### src/rtl/trig_burst_scheduler.sv
// Trigger burst scheduler: turns an external, software or free-running trigger into a
// burst of single-cycle pulses with a programmable start delay, period and burst length.
module trig_burst_scheduler #(
    parameter int CNT_W   = 16,
    parameter int BURST_W = 8
) (
    input  logic               Clock,
    input  logic               Reset_n,
    input  logic               EN,
    input  logic [1:0]         Src_sel,
    input  logic               Ext_trig,
    input  logic               Sw_trig,
    input  logic [CNT_W-1:0]   Delay,
    input  logic [CNT_W-1:0]   Period,
    input  logic [BURST_W-1:0] Burst_cnt,
    output logic               Pulse_out,
    output logic               STrig_out,
    output logic               Busy,
    output logic               Done,
    output logic               Missed
);

    localparam logic [1:0] S_IDLE  = 2'd0;
    localparam logic [1:0] S_DELAY = 2'd1;
    localparam logic [1:0] S_PULSE = 2'd2;
    localparam logic [1:0] S_GAP   = 2'd3;

    logic [1:0]         r_state;
    logic               r_sync1;
    logic               r_sync2;
    logic               r_sync3;
    logic [1:0]         r_fill;
    logic [CNT_W-1:0]   r_cnt;
    logic [CNT_W-1:0]   r_period;
    logic [BURST_W-1:0] r_rem;
    logic               r_pulse;
    logic               r_strig;
    logic               r_done;
    logic               r_missed;

    logic               w_idle;
    logic               w_ext_evt;
    logic               w_trig;
    logic [CNT_W-1:0]   w_period_clamped;
    logic [1:0]         w_next_state;
    logic [CNT_W-1:0]   w_cnt_next;
    logic [CNT_W-1:0]   w_period_next;
    logic [BURST_W-1:0] w_rem_next;
    logic               w_done_next;
    logic               w_missed_next;

    assign w_idle = (r_state == S_IDLE);

    // Edges are only honoured once the sync chain holds real samples, so a trigger
    // line already high when reset/enable is released does not fire.
    assign w_ext_evt = r_sync2 & ~r_sync3 & (r_fill == 2'd3);

    assign w_period_clamped = (Period < CNT_W'(2)) ? CNT_W'(2) : Period;

    always_comb begin
        w_trig = 1'b0;
        case (Src_sel)
            2'd0:    w_trig = w_ext_evt;
            2'd1:    w_trig = Sw_trig;
            2'd2:    w_trig = w_ext_evt | Sw_trig;
            default: w_trig = w_idle;
        endcase
    end

    assign w_missed_next = w_trig & ~w_idle & (Src_sel != 2'd3);

    always_comb begin
        w_next_state  = r_state;
        w_cnt_next    = r_cnt;
        w_period_next = r_period;
        w_rem_next    = r_rem;
        w_done_next   = 1'b0;
        case (r_state)
            S_IDLE: begin
                if (w_trig) begin
                    w_period_next = w_period_clamped;
                    w_rem_next    = Burst_cnt;
                    if (Delay == '0) begin
                        w_next_state = S_PULSE;
                        w_cnt_next   = '0;
                    end else begin
                        w_next_state = S_DELAY;
                        w_cnt_next   = Delay;
                    end
                end
            end
            S_DELAY: begin
                if (r_cnt <= CNT_W'(1)) begin
                    w_next_state = S_PULSE;
                    w_cnt_next   = '0;
                end else begin
                    w_cnt_next = r_cnt - CNT_W'(1);
                end
            end
            S_PULSE: begin
                // A remaining count of zero means an endless burst.
                if (r_rem == BURST_W'(1)) begin
                    w_next_state = S_IDLE;
                    w_cnt_next   = '0;
                    w_done_next  = 1'b1;
                end else begin
                    w_next_state = S_GAP;
                    w_cnt_next   = r_period - CNT_W'(2);
                    if (r_rem != '0) begin
                        w_rem_next = r_rem - BURST_W'(1);
                    end
                end
            end
            default: begin
                if (r_cnt == '0) begin
                    w_next_state = S_PULSE;
                end else begin
                    w_cnt_next = r_cnt - CNT_W'(1);
                end
            end
        endcase
    end

    always_ff @(posedge Clock or negedge Reset_n) begin
        if (!Reset_n) begin
            r_state  <= S_IDLE;
            r_sync1  <= 1'b0;
            r_sync2  <= 1'b0;
            r_sync3  <= 1'b0;
            r_fill   <= 2'd0;
            r_cnt    <= '0;
            r_period <= '0;
            r_rem    <= '0;
            r_pulse  <= 1'b0;
            r_strig  <= 1'b0;
            r_done   <= 1'b0;
            r_missed <= 1'b0;
        end else if (!EN) begin
            r_state  <= S_IDLE;
            r_sync1  <= 1'b0;
            r_sync2  <= 1'b0;
            r_sync3  <= 1'b0;
            r_fill   <= 2'd0;
            r_cnt    <= '0;
            r_period <= '0;
            r_rem    <= '0;
            r_pulse  <= 1'b0;
            r_strig  <= 1'b0;
            r_done   <= 1'b0;
            r_missed <= 1'b0;
        end else begin
            r_sync1  <= Ext_trig;
            r_sync2  <= r_sync1;
            r_sync3  <= r_sync2;
            if (r_fill != 2'd3) begin
                r_fill <= r_fill + 2'd1;
            end
            r_state  <= w_next_state;
            r_cnt    <= w_cnt_next;
            r_period <= w_period_next;
            r_rem    <= w_rem_next;
            r_pulse  <= (w_next_state == S_PULSE);
            if (w_next_state == S_PULSE) begin
                r_strig <= ~r_strig;
            end
            r_done   <= w_done_next;
            r_missed <= w_missed_next;
        end
    end

    assign Pulse_out = r_pulse;
    assign STrig_out = r_strig;
    assign Busy      = ~w_idle;
    assign Done      = r_done;
    assign Missed    = r_missed;

endmodule

### config.mk
export PLATFORM = sky130hd
export DESIGN_NAME = trig_burst_scheduler
export DESIGN_NICKNAME = d
export VERILOG_FILES = /design/src/rtl/trig_burst_scheduler.sv
export SDC_FILE = /design/constraint.sdc
export NUM_CORES = 1
export LEC_CHECK = 0
export ABC_AREA = 1
export CORE_MARGIN = 10
export CORE_UTILIZATION = 30
export DETAILED_ROUTE_END_ITERATION = 10
export GPL_TIMING_DRIVEN = 0
export PLACE_DENSITY = 0.52
export SYNTH_ARGS = -nofsm -noshare
export SYNTH_HDL_FRONTEND = slang
export SYNTH_SLANG_ARGS = --single-unit
### constraint.sdc
create_clock -name Clock -period 4.6 [get_ports Clock]
set_clock_uncertainty 0.05 [all_clocks]
set_input_delay 0.46 -clock Clock [delete_from_list [all_inputs] [get_ports Clock]]
set_output_delay 0.46 -clock Clock [all_outputs]
set_load 0.02 [all_outputs]
Yosys cells after proc, flatten, opt, wreduce, memory -nomap -nowiden
Index checks and enable logic that the tools add are counted.
W data, S select, Z words.
{"block": "word_totals", "regBits": 51, "latchBits": 0, "mem_bits_rw": 0, "rom_bits": 0, "input_bits": 47, "out_inout_bits": 5, "elab_cells": 88, "memories": 0}
{"block": "classes", "n_addsub": 4, "multipliers": 0, "div": 0, "n_lt_le_gt_ge": 2, "eq_ne": 18, "n_shift": 0, "muxes": 36, "n_bitwise": 8, "n_reduce_logical": 8}
{"cell": "$mux W16", "count": 10}
{"cell": "$pmux W16 S3", "count": 1}
{"cell": "$logic_not A16 Y1", "count": 2}
{"cell": "$mux W8", "count": 4}
{"cell": "$le A16 B1 Y1 const B", "count": 1}
{"cell": "$lt A16 B2 Y1 const B", "count": 1}
{"cell": "$mux W2", "count": 8}
{"cell": "$pmux W8 S2", "count": 1}
{"cell": "$sub A16 B1 Y16 const B", "count": 1}
{"cell": "$sub A16 B2 Y16 const B", "count": 1}
{"cell": "$mux W1", "count": 10}
{"cell": "$eq A2 B2 Y1 const B", "count": 4}
{"cell": "$eq A8 B1 Y1 const B", "count": 1}
{"cell": "$ne A2 B1 Y1 const B", "count": 4}
{"cell": "$reduce_bool A8 Y1", "count": 1}
{"cell": "$sub A8 B1 Y8 const B", "count": 1}
{"cell": "$ne A3 B3 Y1 const B", "count": 2}
{"cell": "$pmux W2 S3", "count": 1}
{"cell": "$ne A5 B3 Y1 const B", "count": 1}
{"cell": "$and A1 B1 Y1", "count": 4}
{"cell": "$eq A2 B1 Y1 const B", "count": 2}
{"cell": "$logic_not A2 Y1", "count": 2}
{"cell": "$ne A2 B2 Y1 const B", "count": 2}
{"cell": "$reduce_and A2 Y1", "count": 2}
{"cell": "7 further kinds", "count": 9}

Longest topological paths before layout
Gate-level depths: netlist of the first run.
{"block": "depth", "depth_word": 10, "mapped_depth": 12, "depth_no_buf": 11}

Worst setup path after synthesis of the first run
Ideal clock, no wire load.
{"block": "synth_path", "kind": "register to register", "from": "reg r_fill[0]", "to": "reg r_cnt[0]", "setup_ns": 0.116, "arrival_ns": 1.438, "required_time_ns": 4.434, "path_slack_ns": 2.996, "path_stages_with_launch": 11, "path_buffers": 1, "period_less_slack_ns": 1.604, "cell_sequence": "dfrtp_1 > ha_1 > nand3_1 > nand3_1 > o21ai_1 > nand2_2 > nand3_2 > inv_2 > buf_4 > nand2_1 > nand2_1"}
{"block": "synth_between", "elab_chain_len": 6}
{"element": "from (decl)", "line_no": "32", "source": "logic [1:0] r_fill;"}
{"element": "from (signal assigned)", "line_no": "156", "source": "r_fill <= r_fill + 2'd1;"}
{"element": "$eq A2 B2 Y1 (*)", "line_no": "56", "source": "assign w_ext_evt = r_sync2 & ~r_sync3 & (r_fill == 2'd3);"}
{"element": "$and A1 B1 Y1 (*)", "line_no": "56"}
{"element": "$or A1 B1 Y1", "line_no": "65", "source": "2'd2: w_trig = w_ext_evt | Sw_trig;"}
{"element": "$pmux W1 S3 (*)", "line_no": "62", "source": "case (Src_sel)"}
{"element": "$ne A3 B2 Y1 (no line) (*)"}
{"element": "$reduce_and A2 Y1 (no line) (*)"}
{"element": "to (signal assigned)", "line_no": "159", "source": "r_cnt <= w_cnt_next;"}
{"element": "to (decl)", "line_no": "33", "source": "logic [CNT_W-1:0] r_cnt;"}
Mark *: on every way between the ends. The rest lies on a longest branch, timed or not.
A chain may end at the register's enable or synchronous reset.

Final worst setup path of the first run
{"block": "layout_path", "from": "reg r_state[1]", "to": "out Busy"}
{"block": "layout_between", "elab_chain_len": 2}
{"element": "from (decl)", "line_no": "28", "source": "logic [1:0] r_state;"}
{"element": "from (signal assigned)", "line_no": "158", "source": "r_state <= w_next_state;"}
{"element": "$logic_not A2 Y1", "line_no": "52", "source": "assign w_idle = (r_state == S_IDLE);"}
{"element": "$not A1 Y1", "line_no": "173", "source": "assign Busy = ~w_idle;"}
{"element": "to (decl)", "line_no": "18", "source": "output logic Busy,"}
No other way between the ends.

==> flow_metrics.env, run 1 <==
export IMPL_synth_edf_count=0
export IMPL_status="finished, final reports clean"
export IMPL_grt_max_degree=35
export IMPL_rr_worst_depth=12
export IMPL_diodes=0
export IMPL_setup_viol=0
export IMPL_design_core_area_um2=11000
export IMPL_layout_drive_gt1_share_pct=6.56
export IMPL_synthDistinctLibCells=31
export IMPL_holdCritPathClass="in -> async"
export IMPL_fin_util_pct=39.1
export IMPL_max_freq_mhz=470
export IMPL_dp_cells=696
export IMPL_cts_root_buffer="clkbuf_16"
export IMPL_finalHoldViolations=0
export IMPL_worst_path_largest_cell_delay_ns=0.57
export IMPL_gp_congestion=0.905
export IMPL_worstPathRequired_ns=4.09
export IMPL_numCtsBuffers=5
export IMPL_place_ws_ns=2.36
export IMPL_slew_limit_headroom_pct=67.1
export IMPL_critPathKind="reg -> out"
export IMPL_maxCapViolCount=0
export IMPL_nets=617
export IMPL_drv_slew=0
export IMPL_startpoint="r_state[1]"
export IMPL_drc=0
export IMPL_ys_ff_latch=51
export IMPL_row_count=38
export IMPL_grt_overflow=0
export IMPL_post_cts_buffers=0
export IMPL_vias_per_cell=4.57
export IMPL_wl_per_cell_um=13.4
export IMPL_finalCritPeriodShare_pct=46.2
export IMPL_leakage_nw=2.12
export IMPL_syn_inst=505
export IMPL_grt_pass1_vias=3301
export IMPL_fp_dieArea_um2=16100
export IMPL_regArea_um2=1280
export IMPL_clk_pin_slew_ns=0.07
export IMPL_ctsResizeCount=0
export IMPL_netlist_area_um2=3430
export IMPL_yosysSeqAreaShare_pct=37.3
export IMPL_drt_pass1_iter_count=5
export IMPL_reg2reg_setup_slack_ns=2.67
export IMPL_layout_commonest_cell="nand2_1"
export IMPL_multi_input_area_um2=1890
export IMPL_critPathSlowestCell="clkdlybuf4s50_1"
export IMPL_cts_htree_levels=2
export IMPL_antenna_found_initial=0
export IMPL_cp_arrival_ns=1.62
export IMPL_crit_chain="nor2_1, inv_1, clkdlybuf4s50_1"
export IMPL_cts_tree="done"
export IMPL_final_setup_tns_ns=0
export IMPL_fin_crit_ns=2.13
export IMPL_ir_drop_mv=0.165
export IMPL_grt_pass1_wl_mm=16.0
export IMPL_fin_ws_ns=2.47
export IMPL_stdcell_count=704
export IMPL_synth_top_flop_cell="dfrtp_1"
export IMPL_die_h_um=127
export IMPL_drtAntennaViolNets=0
export IMPL_die_w_um=127
export IMPL_r2r_end="r_cnt[2]"
export IMPL_route_vias_total=3219
export IMPL_io_buffers=50
export IMPL_cts_max_path_buffers=2
export IMPL_synth_warnings=0
export IMPL_post_dp_hpwl_mm=7.68
export IMPL_synth_area_per_cell_um2=6.78
export IMPL_track_usage_pct=11.9
export IMPL_grt_setup_unrepaired="no"
export IMPL_mostFrequentLayoutCells="nand2_1, nor2_1, dfrtp_1"
export IMPL_tightest_slew_ns=0.494
export IMPL_worstReg2RegStart="r_cnt[0]"
export IMPL_crit_fanout=4
export IMPL_drtIter0Drc=167
export IMPL_syn_nets=559
export IMPL_async_reset_ff_share_pct=100
export IMPL_io_pin_count=52
export IMPL_clock_latency_ns=0.29
export IMPL_postCtsHoldBufs=0
export IMPL_fillers=1169
export IMPL_start_kind="flop"
export IMPL_start_util_pct=31.1
export IMPL_synthToLayoutAreaGrowth_pct=25.8
export IMPL_clock_sinks=51
export IMPL_totalWireLength_mm=9.44
export IMPL_cp_end_kind="output port"
export IMPL_power_density_nw_per_um2=368
## stage by stage
stage                     hold WS, ns  instance area [um^2]  power (mW)
after floorplan                 0.114                  3430       0.940
after global placement          0.371                  4100        1.10
after detailed placement        0.379                  4120        1.11
after CTS                      0.0760                  4310        1.60
after global routing           0.0859                  4310        1.70
final                          0.0573                  4310        1.59
## state kept, by name (all words and copies together), names as in the netlist
| signal | flops |
|---|---|
| r_state | 2 |
| Pulse_out | 1 |
| r_cnt | 16 |
| STrig_out | 1 |
| r_sync3 | 1 |
| r_period | 16 |
| Missed | 1 |
| r_rem | 8 |
| Done | 1 |
| r_fill | 2 |
| r_sync2 | 1 |
| r_sync1 | 1 |
## cells in the mapped netlist (4+ instances only)
| master | instances | area (um^2) |
|---|---|---|
| ha_1 | 7 | 87.6 |
| xnor2_1 | 8 | 70.1 |
| nor2_1 | 67 | 251 |
| xor2_1 | 13 | 114 |
| o21ai_0 | 31 | 155 |
| nor2_2 | 5 | 31.3 |
| nand2_1 | 172 | 646 |
| nand2_2 | 5 | 31.3 |
| nor3_1 | 4 | 20.0 |
| dfrtp_1 | 51 | 1280 |
| nand4_1 | 6 | 37.5 |
| a21oi_1 | 10 | 50.1 |
| nand3_1 | 49 | 245 |
| inv_1 | 44 | 165 |
## final cells by class
| class | count | share of cell area, % |
|---|---|---|
| buffer | 11 | 1.80 |
| clock buffer | 5 | 2.90 |
| clock inverter | 3 | 1.57 |
| inverter | 48 | 4.18 |
| multi-input combinational | 395 | 43.9 |
| sequential | 51 | 29.6 |
| tap | 140 | 4.07 |
| timing repair buffer | 51 | 12.0 |
## report_power, final
| part | internal [mW] | total, mW | switching, mW |
|---|---|---|---|
| sequential | 0.506 | 0.561 | 0.0550 |
| clock | 0.312 | 0.488 | 0.176 |
| combinational | 0.209 | 0.537 | 0.328 |
## cells by family after synthesis
logic type	share of synthesized area, %
AOI/OAI and AO/OA	7.49
and+or+nand+nor	39.8
buffers and inverters	7.52
DFF	37.3
xor gates and xnor gates	5.37
adders and majority gates	2.56
## critical path, delay by kind of cell, from the launching register on
kind | cells | cell delay [ns]
flip-flops | 1 | 0.43
AND/OR/NAND/NOR | 1 | 0.19
buffers and inverters | 2 | 0.70
## layer usage
metal  wire [um]  vias to the layer above  share of wire [%]  global-route usage [%]
li1            -                     1716                  -                       -
met1        4330                     1427                 46                    14.6
met2        4540                       67                 48                    20.4
met3         442                        9                4.7                    2.42
met4         129                        0                1.4                    3.68
met5           0                        -                  0                       0
## worst max path at each step
stage	end	slack [ns]
6_report	Busy	2.47
4_1_cts	Busy	2.44
2_1_floorplan	r_cnt[0]	3.00
5_1_grt	Busy	2.41
3_5_place_dp	r_cnt[2]	2.36
3_3_place_gp	r_cnt[11]	1.37
Note: power is estimated with default switching activity, not from simulation.
==> run 2: changes to the inputs <==
clock period = 2 ns   (was 4.6 ns; I/O delays follow)
==> run 2 against run 1 <==
Effect of this change:
- global-route usage hardly changed
- final area is 0.67% higher
- clock power is 130% higher
- largest cell class unchanged
==> flow_metrics.env, run 2 (synthesis results as in run 1) <==
export IMPL_drt_pass1_iter_count=4
export IMPL_finalHoldViolations=0
export IMPL_combinationalPowerShare_pct=34.1
export IMPL_drv_slew=0
export IMPL_clock_latency_ns=0.29
export IMPL_grt_pass1_wl_mm=16.0
export IMPL_fin_ws_ns=0.0700
export IMPL_setup_viol=0
export IMPL_start_kind="flop"
export IMPL_drtIter0Drc=162
export IMPL_vias_per_cell=4.56
export IMPL_ir_drop_mv=0.381
export IMPL_row_count=38
export IMPL_die_h_um=127
export IMPL_fp_dieArea_um2=16100
export IMPL_power_frac_clock_pct=30.6
export IMPL_min_path_cells=3
export IMPL_status="finished, final reports clean"
export IMPL_grt_overflow=0
export IMPL_cts_htree_levels=2
export IMPL_grt_pass1_vias=3305
export IMPL_layout_commonest_cell="nand2_1"
export IMPL_drc=0
export IMPL_wl_per_cell_um=13.4
export IMPL_route_vias_total=3218
export IMPL_place_ws_ns=0.0168
export IMPL_fin_crit_ns=1.93
export IMPL_diodes=0
export IMPL_synthToLayoutAreaGrowth_pct=26.6
export IMPL_stdcell_count=705
export IMPL_nets=618
export IMPL_path_buf_inv=2
export IMPL_cts_max_path_buffers=2
export IMPL_track_usage_pct=11.9
export IMPL_drtAntennaViolNets=0
export IMPL_intPower_mw=2.37
export IMPL_io_buffers=50
export IMPL_cts_tree="done"
export IMPL_clk_pin_slew_ns=0.07
export IMPL_rr_worst_depth=10
export IMPL_layout_drive_gt1_share_pct=7.61
export IMPL_slew_limit_headroom_pct=67.7
export IMPL_cp_end_kind="output port"
export IMPL_tightest_slew_ns=0.485
export IMPL_switching_power_mw=1.29
export IMPL_start_util_pct=31.1
export IMPL_critPathSlowestCell="clkdlybuf4s50_1"
export IMPL_pwr_share_seq_pct=35.3
export IMPL_design_core_area_um2=11000
export IMPL_dp_cells=696
export IMPL_holdCritPathClass="in -> reg"
export IMPL_cp_arrival_ns=1.68
export IMPL_mostFrequentLayoutCells="nand2_1, nor2_1, dfrtp_1"
export IMPL_critPathKind="reg -> out"
export IMPL_totalWireLength_mm=9.48
export IMPL_worstPathRequired_ns=1.75
export IMPL_antenna_found_initial=0
export IMPL_maxCapViolCount=0
export IMPL_fillers=1174
export IMPL_crit_chain="nor2_1, inv_1, clkdlybuf4s50_1"
export IMPL_crit_fanout=4
export IMPL_leakage_nw=2.13
export IMPL_cts_root_buffer="clkbuf_16"
export IMPL_power_total_mw=3.66
export IMPL_sw_frac_of_total_pct=35.3
export IMPL_worst_path_largest_cell_delay_ns=0.57
export IMPL_io_pin_count=52
export IMPL_numCtsBuffers=5
export IMPL_clock_sinks=51
export IMPL_finalCritPeriodShare_pct=96.5
export IMPL_die_w_um=127
export IMPL_cp_depth=3
export IMPL_grt_max_degree=35
export IMPL_reg_largest_list="r_cnt (16), r_period (16), r_rem (8)"
export IMPL_max_freq_mhz=518
export IMPL_crit_family="buffers and inverters"
export IMPL_gp_congestion=0.905
export IMPL_power_density_nw_per_um2=844
export IMPL_post_dp_hpwl_mm=7.68
==> run 2: worst paths after layout <==
check / slack (ns) / from / to
setup / recovery: 0.07 / r_state[1] / Busy
hold reg to reg: 0.39 / r_sync1 / r_sync2
hold / removal: 0.13 / EN / r_fill[1]
setup reg to reg: 0.15 / r_fill[0] / r_cnt[13]
max in group asynchronous: 1.03 / Reset_n / r_cnt[6]
min in group asynchronous: 0.33 / Reset_n / r_sync1
==> run 2: routing by layer <==
layer  share of wire (%)  global-route usage [%]  vias up
li1                    -                       -     1720
met1                  46                    14.7     1426
met2                  48                    20.4       63
met3                 4.1                    2.42        9
met4                 1.4                    3.68        0
met5                   0                       0        -
==> run 2: cell type report <==
type,instances,area [um^2],share of cell area [%]
flip-flops and latches,51,1280,29.4
inverters,48,180,4.15
plain buffers,11,77.6,1.79
clock inverters,3,67.6,1.56
repair buffers,52,526,12.1
multi-input cells,395,1910,44.0
clock buffers,5,125,2.88
well taps,140,175,4.04
==> run 2: stage by stage <==
stage               hold slack (ns)  util, %  TNS [ns]  cell area, um^2
floorplan                    -0.146        -         0             3430
global placement              0.371     37.2    -49.14             4100
detailed placement            0.133     37.3         0             4120
CTS                           0.128     39.2         0             4320
global route                  0.143     39.3   -0.0146             4340
finish                        0.132     39.3         0             4340
==> run 2: worst reg2reg max path: cells and delay by family (launching register included) <==
kind                       cells  cell delay (ns)
and+or+nand+nor                6             0.66
AOI/OAI and AO/OA              1             0.12
buffers and inverters          2             0.25
adders and majority gates      1             0.26
DFF                            1             0.40
==> run 2: what timing repair did <==
item | CTS | global route
endpoints found under the setup margin | 0 | 17
endpoints found under the hold margin | 17 | 0
setup buffers | 0 | 0
resized for setup | 0 | 7
hold buffers | 1 | 0
==> run 2: power groups by stage <==
stage / Combinational [mW] / Clock, mW / Sequential [mW]
5_1_grt: 1.43 / 1.19 / 1.32
2_1_floorplan: 0.882 / 0 / 1.28
3_3_place_gp: 1.23 / 0 / 1.31
3_5_place_dp: 1.24 / 0 / 1.31
4_1_cts: 1.25 / 1.14 / 1.29
6_report: 1.25 / 1.12 / 1.29
==> run 3: changes to the inputs <==
CORE_UTILIZATION = 50   (was 30)
PLACE_DENSITY = 0.78   (was 0.52)
clock period = 1.85 ns   (was 2 ns; I/O delays follow)
==> run 3 against run 2 <==
Effect of this change:
- combinational power increased by 17%
- final area increased by 0.69%
- sequential share of layout area decreased by 0.12 points
- first-iteration DRC count increased by 5.6%
- largest power group is now combinational logic
- critical path type is now reg -> reg
- global-route usage increased by 5.7 points
- critical path depth increased by 8
- routed wire length decreased by 2.2%
- clock power decreased by 17%
- total power increased by 4.0%
- via count increased by 7.5%
==> flow_metrics.env, run 3 (synthesis results as in run 1) <==
export IMPL_status="finished, final reports clean"
export IMPL_combinationalPowerShare_pct=38.4
export IMPL_start_util_pct=51.0
export IMPL_switching_power_mw=1.40
export IMPL_sw_frac_of_total_pct=36.9
export IMPL_hold_ws_ns=0.0887
export IMPL_critPathKind="reg -> reg"
export IMPL_place_ws_ns=-0.0651
export IMPL_track_usage_pct=17.7
export IMPL_reg2reg_setup_slack_ns=0.05
export IMPL_rr_worst_depth=11
export IMPL_totalWireLength_mm=9.27
export IMPL_cts_max_path_buffers=2
export IMPL_finalCritPeriodShare_pct=97.4
export IMPL_die_h_um=103
export IMPL_cts_htree_levels=2
export IMPL_numCtsBuffers=5
export IMPL_grt_setup_unrepaired="yes"
export IMPL_critPathSlowestCell="dfrtp_1"
export IMPL_io_buffers=50
export IMPL_regArea_um2=1280
export IMPL_layout_drive_gt1_share_pct=11.8
export IMPL_grt_overflow=0
export IMPL_startpoint="r_cnt[6]"
export IMPL_drt_met1_wl_mm=4.03
export IMPL_grt_pass1_vias=3309
export IMPL_worstPathRequired_ns=2.00
export IMPL_cts_tree="done"
export IMPL_worst_path_most_repeated_cell="nand2_1"
export IMPL_intPower_mw=2.40
export IMPL_path_buf_inv=1
export IMPL_cts_root_buffer="clkbuf_8"
export IMPL_maxUsedRoutingLayer="met4"
export IMPL_cp_end_kind="flop"
export IMPL_route_vias_total=3460
export IMPL_ir_drop_mv=0.379
export IMPL_worst_path_largest_cell_delay_ns=0.44
export IMPL_mostFrequentLayoutCells="nand2_1, nor2_1, dfrtp_1, nand3_1, clkdlybuf4s50_1"
export IMPL_fillers=572
export IMPL_clock_sinks=51
export IMPL_power_frac_clock_pct=24.4
export IMPL_drtIter0Drc=171
export IMPL_max_freq_mhz=555
export IMPL_grt_pass1_wl_mm=15.1
export IMPL_worstReg2RegStart="r_cnt[6]"
export IMPL_r2r_end="r_cnt[0]"
export IMPL_post_dp_hpwl_mm=7.03
export IMPL_synthToLayoutAreaGrowth_pct=27.5
export IMPL_crit_family="simple AND/OR/NAND/NOR gates"
export IMPL_wl_per_cell_um=14.2
export IMPL_holdCritPathClass="in -> reg"
export IMPL_start_kind="flop"
export IMPL_io_pin_count=52
export IMPL_stdcell_count=655
export IMPL_dr_wl_met3_um=434
export IMPL_critPathCapture="r_cnt[0]"
export IMPL_drc=0
export IMPL_drt_pass1_iter_count=4
export IMPL_clock_latency_ns=0.31
export IMPL_pwr_share_seq_pct=37.2
export IMPL_finalHoldViolations=0
export IMPL_maxCapViolCount=0
export IMPL_nets=628
export IMPL_drv_slew=0
export IMPL_tightest_slew_ns=0.481
export IMPL_diodes=0
export IMPL_slew_limit_headroom_pct=67.9
export IMPL_fin_crit_ns=1.80
export IMPL_grt_max_degree=34
export IMPL_setup_viol=0
export IMPL_drtAntennaViolNets=0
export IMPL_dp_cells=636
export IMPL_crit_chain="nor2_2, nand3_1, nor2_2, nand2_1, nand2_2, nand2_2, buf_6, nand2_1, nand3_1, nand2_1, nand2_1"
export IMPL_die_w_um=103
export IMPL_reg_largest_list="r_cnt (16), r_period (16), r_rem (8)"
export IMPL_layout_commonest_cell="nand2_1"
export IMPL_leakage_nw=2.19
export IMPL_fin_ws_ns=0.0478
export IMPL_row_count=30
export IMPL_design_core_area_um2=6720
export IMPL_crit_fanout=10
export IMPL_power_density_nw_per_um2=871
export IMPL_antenna_found_initial=0
export IMPL_multi_input_area_um2=1990
export IMPL_fin_util_pct=65.0
export IMPL_wl_met2_mm=4.65
export IMPL_fp_dieArea_um2=10600
export IMPL_clk_pin_slew_ns=0.10
export IMPL_cp_depth=11
export IMPL_vias_per_cell=5.28
export IMPL_min_path_cells=3
export IMPL_cp_arrival_ns=1.96
export IMPL_gp_congestion=0.936
[run 3: power by group through the flow]
stage | registers, mW | logic, mW | clock network (mW)
after CTS | 1.39 | 1.32 | 0.922
after floorplan | 1.38 | 0.953 | 0
after global routing | 1.44 | 1.65 | 0.974
after global placement | 1.41 | 1.28 | 0
final | 1.42 | 1.46 | 0.928
after detailed placement | 1.41 | 1.31 | 0
[run 3: metrics by stage]
stage | TNS (ns) | area (um^2) | power, mW
3_5_place_dp | -0.834 | 4040 | 2.72
4_1_cts | 0 | 4190 | 3.64
5_1_grt | -0.968 | 4370 | 4.06
2_1_floorplan | 0 | 3430 | 2.34
6_report | 0 | 4370 | 3.81
3_3_place_gp | -49.02 | 4030 | 2.69
[run 3: worst min-delay path by stage]
| stage | startpoint | end | slack, ns |
|---|---|---|---|
| after floorplan | Reset_n | Done | -0.16 |
| after CTS | EN | r_fill[1] | 0.1 |
| after global routing | EN | r_fill[1] | 0.1 |
| after global placement | r_sync1 | r_sync2 | 0.37 |
| final | EN | r_fill[1] | 0.09 |
| after detailed placement | Reset_n | r_sync3 | 0.12 |
[run 3: area by class of cell]
type	instances	share of cell area (%)
Buffer	11	1.80
Clock buffer	6	1.66
Clock inverter	2	1.37
Inverter	48	4.12
Multi-Input combinational cell	395	45.6
Sequential cell	51	29.3
Tap cell	80	2.29
Timing Repair Buffer	62	13.8
[run 3: repair_timing]
action	CTS	global route
resized for setup	1	31
setup buffers	0	10
hold buffers	1	0
hold endpoints to repair	18	0
setup endpoints to repair	3	40
pin swaps	0	7
[run 3: worst min-delay path: stages]
cell and delay, ns:
buf_6 0.12, o21ai_0 0.07, a21oi_1 0.04
[run 3: per-layer routing]
metal  up-vias  GRT usage [%]
li1       1745              -
met1      1599           21.9
met2        96           30.2
met3        20           3.28
met4         0           5.88
met5         -              0
